===== config.mk =====
export PLATFORM = sky130hd
export DESIGN_NAME = in_spike_collector_flat
export DESIGN_NICKNAME = d
export VERILOG_FILES = /design/src/rtl/in_spike_collector_if.sv /design/src/rtl/in_spike_collector.sv /design/src/flat_wrapper.sv
export SDC_FILE = /design/constraint.sdc
export NUM_CORES = 1
export LEC_CHECK = 0
export CAP_MARGIN = 20
export CORE_MARGIN = 3
export CORE_UTILIZATION = 54
export DETAILED_ROUTE_END_ITERATION = 10
export PLACE_DENSITY = 0.9
export SLEW_MARGIN = 10
export SYNTH_ARGS = -nofsm -noshare
export SYNTH_HDL_FRONTEND = slang
export SYNTH_SLANG_ARGS = --single-unit

===== constraint.sdc =====
create_clock -name clk_i -period 3.2 [get_ports clk_i]
set_clock_uncertainty 0.2 [all_clocks]
set_input_delay 0.64 -clock clk_i [delete_from_list [all_inputs] [get_ports clk_i]]
set_output_delay 0.64 -clock clk_i [all_outputs]
set_load 0.005 [all_outputs]

===== src/rtl/in_spike_collector_if.sv =====
// Packet handshake between the spike router and the input spike collector.
interface in_spike_collector_if #(
  parameter int AXON_CNT_BIT_WIDTH = 8
);
  logic                          pkt_valid_i;
  logic [AXON_CNT_BIT_WIDTH-1:0] pkt_axon_i;
  logic                          pkt_ready_o;

  modport master (output pkt_valid_i, output pkt_axon_i, input pkt_ready_o);
  modport slave  (input pkt_valid_i, input pkt_axon_i, output pkt_ready_o);
endinterface


===== src/rtl/in_spike_collector.sv =====
// Collects incoming spike packets into an axon vector and commits it to the
// input buffer once per timestep, after draining the packet FIFO.
module in_spike_collector #(
  parameter int NUM_AXONS          = 256,
  parameter int AXON_CNT_BIT_WIDTH = 8,
  parameter int FIFO_DEPTH         = 4
) (
  input  logic                          clk_i,
  input  logic                          rst_i,
  in_spike_collector_if.slave           pkt,
  input  logic                          step_i,
  output logic [NUM_AXONS-1:0]          spike_o,
  output logic                          start_o,
  output logic [AXON_CNT_BIT_WIDTH:0]   spkCnt_o,
  output logic                          busy_o,
  output logic                          stepErr_o
);

  localparam int PTR_W = $clog2(FIFO_DEPTH);
  localparam logic [AXON_CNT_BIT_WIDTH:0] CNT_MAX = (AXON_CNT_BIT_WIDTH+1)'(NUM_AXONS);
  localparam logic [PTR_W:0] PTR_ONE = (PTR_W+1)'(1);

  typedef enum logic [1:0] {COLLECT, DRAIN, COMMIT} state_t;

  state_t                        state;
  logic [AXON_CNT_BIT_WIDTH-1:0] fifo_mem [FIFO_DEPTH];
  logic [PTR_W:0]                wr_ptr;
  logic [PTR_W:0]                rd_ptr;
  logic [PTR_W:0]                occupancy;
  logic [NUM_AXONS-1:0]          acc;
  logic [AXON_CNT_BIT_WIDTH:0]   cnt;
  logic                          fifo_empty;
  logic                          fifo_full;
  logic                          push;
  logic                          pop;
  logic                          drain_done;
  logic [AXON_CNT_BIT_WIDTH-1:0] head;
  logic [AXON_CNT_BIT_WIDTH-1:0] acc_idx;

  // Pointers carry one extra wrap bit so full and empty are distinguishable.
  assign occupancy  = wr_ptr - rd_ptr;
  assign fifo_empty = (wr_ptr == rd_ptr);
  assign fifo_full  = (wr_ptr[PTR_W] != rd_ptr[PTR_W]) &&
                      (wr_ptr[PTR_W-1:0] == rd_ptr[PTR_W-1:0]);

  assign pkt.pkt_ready_o = (state == COLLECT) && !fifo_full;
  assign push            = pkt.pkt_valid_i && pkt.pkt_ready_o;
  assign pop             = !fifo_empty && (state != COMMIT);
  assign drain_done      = (occupancy == {{PTR_W{1'b0}}, pop});
  assign busy_o          = (state != COLLECT);

  // Buffer indexes axons [0:N-1], so axon a lands on bit N-1-a, i.e. ~a.
  assign head    = fifo_mem[rd_ptr[PTR_W-1:0]];
  assign acc_idx = ~head;

  always_ff @(posedge clk_i) begin
    if (push) begin
      fifo_mem[wr_ptr[PTR_W-1:0]] <= pkt.pkt_axon_i;
    end
  end

  always_ff @(posedge clk_i) begin
    if (rst_i) begin
      state     <= COLLECT;
      wr_ptr    <= '0;
      rd_ptr    <= '0;
      acc       <= '0;
      cnt       <= '0;
      spike_o   <= '0;
      spkCnt_o  <= '0;
      start_o   <= 1'b0;
      stepErr_o <= 1'b0;
    end else begin
      start_o <= 1'b0;
      if (push) begin
        wr_ptr <= wr_ptr + PTR_ONE;
      end
      if (pop) begin
        rd_ptr       <= rd_ptr + PTR_ONE;
        acc[acc_idx] <= 1'b1;
        if (cnt != CNT_MAX) begin
          cnt <= cnt + 1'b1;
        end
      end
      if (step_i && (state != COLLECT)) begin
        stepErr_o <= 1'b1;
      end
      case (state)
        COLLECT: if (step_i) state <= DRAIN;
        DRAIN:   if (drain_done) state <= COMMIT;
        COMMIT: begin
          spike_o  <= acc;
          spkCnt_o <= cnt;
          acc      <= '0;
          cnt      <= '0;
          start_o  <= 1'b1;
          state    <= COLLECT;
        end
        default: state <= COLLECT;
      endcase
    end
  end

endmodule


===== src/flat_wrapper.sv =====
// flat-port wrapper written by rule: the top's interface ports become plain ports
module in_spike_collector_flat 
#(
  parameter int NUM_AXONS          = 256,
  parameter int AXON_CNT_BIT_WIDTH = 8,
  parameter int FIFO_DEPTH         = 4
)
  (clk_i, rst_i, step_i, spike_o, start_o, spkCnt_o, busy_o, stepErr_o, pkt_pkt_valid_i, pkt_pkt_axon_i, pkt_pkt_ready_o);
  in_spike_collector_if #(.AXON_CNT_BIT_WIDTH(AXON_CNT_BIT_WIDTH)) pkt_i ();
  input  logic clk_i;
  input  logic rst_i;
  input  logic step_i;
  output logic [NUM_AXONS-1:0] spike_o;
  output logic start_o;
  output logic [AXON_CNT_BIT_WIDTH:0] spkCnt_o;
  output logic busy_o;
  output logic stepErr_o;
  input wire logic [$bits(pkt_i.pkt_valid_i)-1:0] pkt_pkt_valid_i;
  input wire logic [$bits(pkt_i.pkt_axon_i)-1:0] pkt_pkt_axon_i;
  output wire logic [$bits(pkt_i.pkt_ready_o)-1:0] pkt_pkt_ready_o;
  assign pkt_i.pkt_valid_i = pkt_pkt_valid_i;
  assign pkt_i.pkt_axon_i = pkt_pkt_axon_i;
  assign pkt_pkt_ready_o = pkt_i.pkt_ready_o;
  in_spike_collector #(.NUM_AXONS(NUM_AXONS), .AXON_CNT_BIT_WIDTH(AXON_CNT_BIT_WIDTH), .FIFO_DEPTH(FIFO_DEPTH)) u_core (.clk_i(clk_i), .rst_i(rst_i), .pkt(pkt_i), .step_i(step_i), .spike_o(spike_o), .start_o(start_o), .spkCnt_o(spkCnt_o), .busy_o(busy_o), .stepErr_o(stepErr_o));
endmodule

==> flow_summary.ini, run 1 <==
[run_status]
status = finished, final reports clean

[clocking]
tritoncts = done
numCtsBuffers = 52
cts_root_buf = clkbuf_16
clkTransAtPathRegs_ns = 0.07
holdBufCountCts = 0
clock_latency_ns = 0.58
clockBufferDepth = 3
numClockSinks = 574
cts.htree.levels = 2

[global_routing]
grt_overflow = 0
grt_use_met1_pct = 34.9
global_route.usage.met2_pct = 47.0
grt_max_degree = 174
grt_pass1_vias = 15838
grt-busiest-layer = met2
use_met3_pct = 6.34
antenna_found_initial = 0
grt_pass1_wl_mm = 85.7
grtUsageTotal_pct = 27.8

[yosys]
synth-xor-area-share_pct = 0.314
synth_top_area_cell = dfxtp_1
ys_top_cells_by_count = nand2_1 (673), dfxtp_1 (542), a21oi_1 (275)
synth.net_count = 2124
synth_ff_type = dfxtp_1
synth_compound_area_share_pct = 17.4
syn_area_mm2 = 0.0196
yosys-top-cells-area = dfxtp_1 (55%), nand2_1 (13%), a21oi_1 (7.0%)
synth_top_area_share_pct = 55.5
synth-adder-area-share_pct = 0.678
syn_inst = 2102
synth-seq-area-share_pct = 60.4
muxShareOfSynthArea_pct = 1.07
synth_top_family_by_area = compound AO/OA/AOI/OAI gates
synth-simple-area-share_pct = 16.7
synth.avg_cell_area_um2 = 9.30
ys_types = 59
synth-edff-count = 32
ys.warnings.count = 0
synth_async_sr_flop_share_pct = 0
synth-seq-cells = 574
yosysMostFrequentCell = nand2_1

[finish]
seq_area_mm2 = 0.0118
drive_gt1_share_pct = 7.95
nets = 2347
synthToLayoutAreaGrowth_pct = 25.8
fillers = 2514
n_antenna_cell = 0
multi_input_area_mm2 = 0.00713
design_area_mm2 = 0.0246

[floorplan]
die_y_um = 196
die_w_um = 196
coreArea_mm2 = 0.0357
dieArea_mm2 = 0.0385
io_pins = 281
floorplan.initialDensity_pct = 54.8
rows = 69

[power]
cellPowerDensity_mw_per_mm2 = 716
pwr-share-seq_pct = 42.9
comb_power_share_pct = 18.5
intPower_mw = 12.3
max-vdd-ir-drop_mv = 0.480
clockPowerShare_pct = 38.6
p_sw_mw = 5.32
p_leak_nw = 8.37
sw_frac_of_total_pct = 30.2

[sta]
fin_crit_ns = 2.92
setup_viol_count_final = 0
fin_setup_tns_ns = 0
slew_headroom_pct = 29.5
fin_crit_sh_pct = 91.3
finalHoldViolations = 0
tightest_slew_ns = 1.06
max_freq_mhz = 342
rsz0062_at_grt = no
slew_violations = 0

[placement]
place_area_mm2 = 0.0227
dp_hpwl_mm = 35.6
gp_congestion = 0.838
io_buffers = 280

[job]
cap_violations = 0

[detailed_routing]
drtIter0Drc = 1504
wl_per_cell_um = 19.9
drc_errors = 0
vias_per_cell = 5.81
drt-pass1-iter-count = 5
dr_total_vias = 16401
drtAntennaViolNets = 0
routed_wirelength_mm = 56.2

[worst_setup_path]
cp-start-kind = register
required_ns = 2.36
critPathArrivalTime_ns = 2.08
critPathCaptureType = output pin
crit_fanout = 5
crit_type = register to output pin

[worst_hold_path]
hp-class = input pin to register
cell families (layout without fill, tap and decap cells):
| group | count (synthesis) | count (layout) |
|---|---|---|
| compound gates | 550 | 550 |
| xor+xnor | 7 | 7 |
| fa+ha+maj | 10 | 10 |
| buf+inv | 162 | 424 |
| flops | 574 | 574 |
| mux | 11 | 11 |
| simple gates | 788 | 788 |
worst max-delay path: stages (launching register included):
cell and delay, ns:
dfxtp_2 0.37, inv_1 0.09, ha_1 0.33, and2_2 0.27
a21oi_1 0.16, dlygate4sd2_1 0.28
metrics by stage:
step	total power, mW	std cells	util (%)	hold slack [ns]	worst slack [ns]
after detailed placement	10.9	2732	63.7	0.241	0.459
after global routing	18.1	2825	69.0	0.198	0.166
after floorplan	9.78	2102	-	0.225	0.821
after CTS	17.6	2825	69.0	0.180	0.279
after global placement	10.8	2732	63.7	0.233	0.591
final	17.6	2825	69.0	0.205	0.279
path summary, 6_finish.rpt:
check	startpoint	to	slack [ns]	cells past startpoint
max	u_core.wr_ptr[0]$_SDFFE_PP0P_	pkt_pkt_ready_o	0.28	5
min	rst_i	u_core.spike_o[185]$_SDFFE_PP0P_	0.21	2
min reg2reg	u_core.acc[119]$_SDFFE_PP0P_	u_core.acc[119]$_SDFFE_PP0P_	0.25	2
max reg2reg	register	u_core.acc[220]$_SDFFE_PP0P_	0.42	6
final cells by class:
class                   count  share of cell area [%]
flip-flops and latches    574                    48.0
multi-input cells        1366                    29.0
repair buffers            322                    12.8
clock buffers              64                    5.85
well taps                 461                    2.35
clock inverters            29                    1.83
inverters                   9                   0.137
cell usage in the layout (no fill, tap or decap), types with 4 or more instances in the layout:
cell type,n
nand2_1,673
dfxtp_1,541
clkdlybuf4s50_1,278
a21oi_1,275
a22o_1,117
o21ai_0,86
clkbuf_16,54
buf_4,40
edfxtp_1,32
nor2_1,28
o21ai_1,25
o21ai_2,21
a32o_1,12
and2_1,11
nand3_1,11
bufinv_16,11
inv_1,9
nand2b_1,9
ha_1,9
mux4_2,8
clkinv_2,7
clkinvlp_4,6
nor2b_1,5
clkbuf_8,5
clkbuf_1,5
xnor2_1,4
nor2_2,4
nand2_4,4
nor3_4,4
flip-flops by register name, indices dropped and copies added (netlist names), named ones only:
register	count
u_core.acc	256
u_core.spike_o	256
u_core.fifo_mem	32
u_core.cnt	9
u_core.spkCnt_o	9
u_core.rd_ptr	3
u_core.wr_ptr	3
u_core.state	2
u_core.start_o	1
u_core.stepErr_o	1
power groups by stage:
stage / Clock [mW] / Sequential, mW / Combinational [mW]
after global routing: 7.10 / 7.56 / 3.48
final: 6.79 / 7.55 / 3.26
after global placement: 0 / 7.68 / 3.07
after detailed placement: 0 / 7.70 / 3.19
after floorplan: 0 / 7.64 / 2.14
after CTS: 6.82 / 7.54 / 3.20
what timing repair did:
action                     CTS  global route
setup endpoints to repair    1             0
setup buffers                0             0
gates resized for setup      3             0
metal layers:
| layer | up-vias | share of wire [%] |
|---|---|---|
| met5 | - | 0 |
| met4 | 0 | 3.7 |
| met3 | 140 | 9.2 |
| met2 | 804 | 48 |
| met1 | 7909 | 39 |
| li1 | 7548 | - |
Power figures use the tool's default switching activity.
==> inputs of run 2 (changes only) <==
ABC_CLOCK_PERIOD_IN_PS = 3200   (was default)
==> results of run 2 <==
Final layout, timing and power as in run 1 (identical DEF).
